## src/rtl/iob_ram_be_arbiter.sv

```systemverilog
// Round-robin arbiter sharing one byte-enabled RAM port (1-cycle registered read) among N_REQ
// requesters. Define IOB_RAM_BE_ARBITER_FIXED_PRIO_EN for fixed lowest-index-wins priority.
module iob_ram_be_arbiter #(
    parameter int unsigned N_REQ  = 2,
    parameter int unsigned DATA_W = 32,
    parameter int unsigned ADDR_W = 4
) (
    input  logic                       clk_i,
    input  logic                       rst_i,
    input  logic [N_REQ-1:0]           req_valid_i,
    input  logic [N_REQ*ADDR_W-1:0]    req_addr_i,
    input  logic [N_REQ*DATA_W/8-1:0]  req_wstrb_i,
    input  logic [N_REQ*DATA_W-1:0]    req_wdata_i,
    output logic [N_REQ-1:0]           req_ready_o,
    output logic [N_REQ-1:0]           rsp_valid_o,
    output logic [DATA_W-1:0]          rsp_rdata_o,
    output logic                       ram_en_o,
    output logic [DATA_W/8-1:0]        ram_we_o,
    output logic [ADDR_W-1:0]          ram_addr_o,
    output logic [DATA_W-1:0]          ram_d_o,
    input  logic [DATA_W-1:0]          ram_d_i
);

    localparam int unsigned STRB_W = DATA_W / 8;
    localparam int unsigned PTR_W  = (N_REQ > 1) ? $clog2(N_REQ) : 1;

    logic [N_REQ-1:0]  w_grant;
    logic [PTR_W-1:0]  w_idx;
    logic              w_found;
    logic [STRB_W-1:0] w_strb;
    logic              w_is_read;
    logic [N_REQ-1:0]  r_rd_pend;

`ifndef IOB_RAM_BE_ARBITER_FIXED_PRIO_EN
    logic [PTR_W-1:0]  r_ptr;
`endif

    always_comb begin
        int j;
        j       = 0;
        w_grant = '0;
        w_idx   = '0;
        w_found = 1'b0;
        if (!rst_i) begin
`ifdef IOB_RAM_BE_ARBITER_FIXED_PRIO_EN
            for (int i = 0; i < int'(N_REQ); i++) begin
                if (!w_found && req_valid_i[i]) begin
                    w_found    = 1'b1;
                    w_idx      = PTR_W'(i);
                    w_grant[i] = 1'b1;
                end
            end
`else
            // Search starts one past the last granted index and wraps around.
            for (int i = 1; i <= int'(N_REQ); i++) begin
                j = int'(r_ptr) + i;
                if (j >= int'(N_REQ)) j = j - int'(N_REQ);
                if (!w_found && req_valid_i[j]) begin
                    w_found    = 1'b1;
                    w_idx      = PTR_W'(j);
                    w_grant[j] = 1'b1;
                end
            end
`endif
        end
    end

    assign w_strb    = req_wstrb_i[w_idx*STRB_W +: STRB_W];
    assign w_is_read = (w_strb == '0);

    always_comb begin
        req_ready_o = w_grant;
        ram_en_o    = w_found;
        ram_we_o    = '0;
        ram_addr_o  = '0;
        ram_d_o     = '0;
        if (w_found) begin
            ram_we_o   = w_strb;
            ram_addr_o = req_addr_i[w_idx*ADDR_W +: ADDR_W];
            ram_d_o    = req_wdata_i[w_idx*DATA_W +: DATA_W];
        end
    end

`ifndef IOB_RAM_BE_ARBITER_FIXED_PRIO_EN
    always_ff @(posedge clk_i) begin
        if (rst_i) begin
            r_ptr <= PTR_W'(N_REQ - 1);
        end else if (w_found) begin
            r_ptr <= w_idx;
        end
    end
`endif

    always_ff @(posedge clk_i) begin
        if (rst_i) begin
            r_rd_pend <= '0;
        end else begin
            r_rd_pend <= w_grant & {N_REQ{w_is_read}};
        end
    end

    // Responses are suppressed while reset is asserted so a read issued just before reset
    // never produces a pulse.
    assign rsp_valid_o = rst_i ? '0 : r_rd_pend;
    assign rsp_rdata_o = (|rsp_valid_o) ? ram_d_i : '0;

endmodule

```

## config.mk

```make
export PLATFORM = sky130hd
export DESIGN_NAME = iob_ram_be_arbiter
export DESIGN_NICKNAME = d
export VERILOG_FILES = /design/src/rtl/iob_ram_be_arbiter.sv
export SDC_FILE = /design/constraint.sdc
export NUM_CORES = 1
export LEC_CHECK = 0
export CORE_MARGIN = 3
export CORE_UTILIZATION = 19
export CTS_CLUSTER_SIZE = 10
export DETAILED_ROUTE_END_ITERATION = 10
export PLACE_DENSITY_LB_ADDON = 0.25
export SKIP_LAST_GASP = 1
export SLEW_MARGIN = 15
export SYNTH_ARGS = -nofsm -noshare
export SYNTH_HDL_FRONTEND = slang
export SYNTH_SLANG_ARGS = --single-unit
export TNS_END_PERCENT = 10
```

## constraint.sdc

```tcl
create_clock -name clk_i -period 1.6 [get_ports clk_i]
set_clock_uncertainty 0.1 [all_clocks]
set_input_delay 0.24 -clock clk_i [delete_from_list [all_inputs] [get_ports clk_i]]
set_output_delay 0.24 -clock clk_i [all_outputs]
set_load 0.01 [all_outputs]
```

==> out/results.txt <==
The flow ran to the end, but the final reports show violations. The final reports fail on negative setup slack. The area fraction in compound gates after synthesis works out to 22.8%. For the aggregate global-route resource usage, the log shows 21.4%.

Once the floorplan was initialized, standard cells occupied 19.9% of the core. The launch point of the worst hold path was req_valid_i[0]. The endpoint identified for the worst register-to-register timing path is r_rd_pend[0]$_SDFF_PP0_.

Clock edge transition at the registers on the reported setup and hold paths: 0.04 ns. The site row count was 25. The HPWL after detailed placement is 4.99 mm. The sink count of the clock tree was 3. Net switching is 31.7% of the power.

For this design the ratio of total power to cell area is 313 nW/um^2. The via count was 2,053; the die height was 77.1 um. The worst setup path is of the register to output port kind.

The maximum fanout along the worst path came out at 5. The synthesized design contains 3 register bits. In the final routed layout, each cell accounts on average for 14.1 um.

The full die area is 5950 um^2, and the simple-gate area share of the yosys netlist is 59.4%. The run gives 302 as the number of nets produced by synthesis. TritonCTS built the clock tree.

Xor/xnor share of the synthesized area: 0%. After layout, the worst path uses 112% of the clock period. The startpoint identified for the worst register-to-register timing path is r_ptr$_SDFFE_PP1P_. The number of hold violations in the final report was 0; the final estimated routing congestion in global placement was 0.733. STA classifies the critical path startpoint as a register. After synthesis, the largest family of logic cells by area is simple AND/OR/NAND/NOR gates.

Leakage power: 1.61 nW. The maximum number of pins on one net before global-route repair was 22; the count of warnings emitted by yosys was 0. The initial antenna violation count is 0, and the number of unique standard cell types used by synthesis is 21. The total overflow left after global routing is 0. The detailed-router iteration count before antenna repair came out at 4. Subtracting the final worst setup slack from the clock period gives 1.79 ns.

Dividing the synthesized area by the synthesized cell count gives 5.17 um^2. The analysis attributes to net switching a power of 0.000326 W. After floorplanning, the core was sized to cover 4820 um^2. Combinational cells account for 68.9% of the total power.

The worst-case clock buffer depth is 2, and the normalized max-slew margin is 87.1%. The logs give 7.8% for the relative contribution of sequential cells to total power and 0 for the total inserted antenna cells. Area of the multi-input gates: 927 um^2.

The global-route wire length before repair is 10.5 mm, and the number of violations of the max-capacitance limit is 0. The run gives 472 as the non-filler instance count after layout. Measured along the x axis, the die boundary spans 77.1 um.

Derived from the worst setup path, the maximum achievable clock frequency is 558 MHz. After the first detailed-routing iteration, the DRC count stood at 44. The depth of the CTS H-tree came out at 1. The slowest cell on the critical path is sky130_fd_sc_hd__dfxtp_2. Cells fill 68.3% of the core in the end. The tools report the category of the worst setup path capture point as an output port. The run gives -0.04 ns as the setup slack on the worst flop-to-flop path. The run gives -0.193 ns as the minimum setup slack in the final design. Share of cell area taken by muxes after synthesis: 2.08%. The clock network accounts for 23.3% of the total power.

In this run, post-CTS hold repair placed 0 buffers. For the count of final max-slew check failures, the log shows 0. The worst hold path belongs to the class input port to register.

Setup violations remaining at the end of the flow were counted as 76. After detailed routing, the number of remaining DRC violations is 0. From synthesis to final layout, the design area changed by 242%. For the worst flop-to-flop path, the logic depth is 8. The share of the Yosys chip area taken by registers is 6.25%. Setup repair after global routing could not meet its margin everywhere. Fill cells in the final layout number 432. The synthesized instance count was 186; the maximum resistive drop on vdd was 0.338 mV.

The data arrival time of the worst path came out at 1.45 ns. In this run, CTS created clock tree buffers numbering 3. The logs give 1.26 ns for the worst path required time and 0.000702 W for the internal cell power.

Of the total synthesized cell area, the portion taken by full adders, half adders and majority gates is 0%. The run gives 61.3 um^2 as the sequential cell area. The cell type group with the largest total delay on the critical path is buffers and inverters.

The later-pin clock latency in the skew report was 0.23 ns; the number of cells on the worst hold path was 3. At the pin with the least slew margin, the transition time is 0.192 ns. In this run the tool buffered the top-level ports with 192 buffer cells. Together, buffers and inverters on the worst path number 4. The via count of the first global-routing pass is 2,252, and the routed wire length is 6.63 mm. Dividing the detail-routed via count by the number of cells gives 4.35.

After detailed placement, the design holds a cell count of 450. On the worst path, the slowest cell contributes a delay of 0.32 ns. The logs give 961 um^2 for the netlist area before placement and 522 for the layout net count. The total I/O pin count is 193.

Once detail routing completed, the nets flagged for antenna violations numbered 0. Walking the worst path, the cells encountered are nand2_2 -> nand3b_4 -> buf_12 -> buf_16 -> buf_4 -> nand2_1 -> a21oi_2 -> buf_2. Of the cells placed in the final design, the portion with a size suffix greater than 1 is 27.7%. The worst hold path terminates at r_ptr$_SDFFE_PP1P_. The root buffer cell chosen for the clock tree is sky130_fd_sc_hd__clkbuf_8.
[cell type report]
cell class,count,area share (%)
clock buffers,4,1.37
inverters,3,0.571
multi-input cells,165,28.2
flip-flops and latches,3,1.86
well taps,67,2.55
repair buffers,230,65.5
[power groups by stage]
| stage | combinational [W] | clock [W] | sequential (W) |
|---|---|---|---|
| 2_1_floorplan | 0.000184 | 0 | 0.0000797 |
| 3_3_place_gp | 0.000663 | 0 | 0.0000800 |
| 3_5_place_dp | 0.000669 | 0 | 0.0000802 |
| 4_1_cts | 0.000692 | 0.000240 | 0.0000798 |
| 5_1_grt | 0.000766 | 0.000246 | 0.0000800 |
| 6_report | 0.000709 | 0.000240 | 0.0000800 |
[how the worst max path moves through the flow]
stage | startpoint | depth (start not counted) | end
2_1_floorplan | r_ptr$_SDFFE_PP1P_ | 6 | ram_d_o[10]
4_1_cts | r_ptr$_SDFFE_PP1P_ | 8 | ram_d_o[26]
6_report | r_ptr$_SDFFE_PP1P_ | 8 | ram_d_o[30]
5_1_grt | r_ptr$_SDFFE_PP1P_ | 7 | ram_d_o[17]
3_5_place_dp | req_valid_i[0] | 8 | ram_d_o[31]
3_3_place_gp | rst_i | 6 | ram_we_o[3]
[routing by layer]
metal	global-route usage (%)	up-vias	routed length, um
li1	-	1030	-
met1	22.3	894	2390
met2	42.2	118	3570
met3	4.93	11	548
met4	5.69	0	126
met5	0	-	0
[worst min-delay path, delay by kind of cell]
family | cells | cell delay [ns]
compound gates | 1 | 0.07
buf+inv | 2 | 0.37
[what timing repair did]
action                     in CTS  in global routing
setup endpoints to repair      78                 76
gates cloned                    4                  1
pin swaps                       1                  5
setup buffers                  12                  2
gates resized for setup       243                 16
[layout by cell type (no fill, tap or decap), types with 3 or more instances in the layout]
cell type	count
sky130_fd_sc_hd__and2_1	33
sky130_fd_sc_hd__nand2_2	3
sky130_fd_sc_hd__clkdlybuf4s15_1	11
sky130_fd_sc_hd__buf_4	25
sky130_fd_sc_hd__nand2_1	72
sky130_fd_sc_hd__a21oi_2	13
sky130_fd_sc_hd__nor2_1	3
sky130_fd_sc_hd__a21oi_1	26
sky130_fd_sc_hd__buf_12	5
sky130_fd_sc_hd__clkdlybuf4s50_1	112
sky130_fd_sc_hd__clkdlybuf4s15_2	4
sky130_fd_sc_hd__dlygate4sd2_1	25
sky130_fd_sc_hd__buf_2	40
sky130_fd_sc_hd__clkbuf_8	3
[metrics by stage]
step | worst slack [ns] | total power, W | hold WS [ns] | cell area (um^2) | TNS, ns
after floorplan | 0.230 | 0.000263 | 0.240 | 961 | 0
after global placement | -0.717 | 0.000743 | 0.392 | 3080 | -47.78
after detailed placement | -0.718 | 0.000749 | 0.393 | 3080 | -48.25
after CTS | -0.196 | 0.00101 | 0.399 | 3220 | -10.13
after global routing | -0.273 | 0.00109 | 0.412 | 3290 | -15.60
final | -0.193 | 0.00103 | 0.394 | 3290 | -10.23
[synthesized netlist by cell type]
| library cell | n | area [um^2] |
|---|---|---|
| sky130_fd_sc_hd__a21oi_1 | 39 | 195 |
| sky130_fd_sc_hd__and2_1 | 33 | 206 |
| sky130_fd_sc_hd__and2b_1 | 1 | 7.51 |
| sky130_fd_sc_hd__buf_2 | 7 | 35.0 |
| sky130_fd_sc_hd__buf_4 | 2 | 15.0 |
| sky130_fd_sc_hd__buf_6 | 1 | 11.3 |
| sky130_fd_sc_hd__clkbuf_1 | 5 | 18.8 |
| sky130_fd_sc_hd__dfxtp_1 | 3 | 60.1 |
| sky130_fd_sc_hd__inv_1 | 2 | 7.51 |
| sky130_fd_sc_hd__inv_2 | 1 | 3.75 |
| sky130_fd_sc_hd__mux2i_1 | 2 | 20.0 |
| sky130_fd_sc_hd__nand2_1 | 77 | 289 |
| sky130_fd_sc_hd__nand3b_4 | 1 | 20.0 |
| sky130_fd_sc_hd__nor2_1 | 5 | 18.8 |
| sky130_fd_sc_hd__nor2b_1 | 1 | 6.26 |
| sky130_fd_sc_hd__nor3_1 | 1 | 5.00 |
| sky130_fd_sc_hd__nor3_2 | 1 | 10.0 |
| sky130_fd_sc_hd__o2111a_1 | 1 | 11.3 |
| sky130_fd_sc_hd__o21ai_0 | 1 | 5.00 |
| sky130_fd_sc_hd__o21bai_1 | 1 | 7.51 |
| sky130_fd_sc_hd__or4_1 | 1 | 7.51 |
[sequential cells by signal, indices dropped and copies added, names as in the netlist]
name,count
r_ptr,1
r_rd_pend,2
[cell families after synthesis]
family,count (synthesis)
AOI/OAI and AO/OA,42
and+or+nand+nor,121
muxes,2
DFF,3
buffers and inverters,18
No activity file was read; power rests on OpenSTA's default activity.
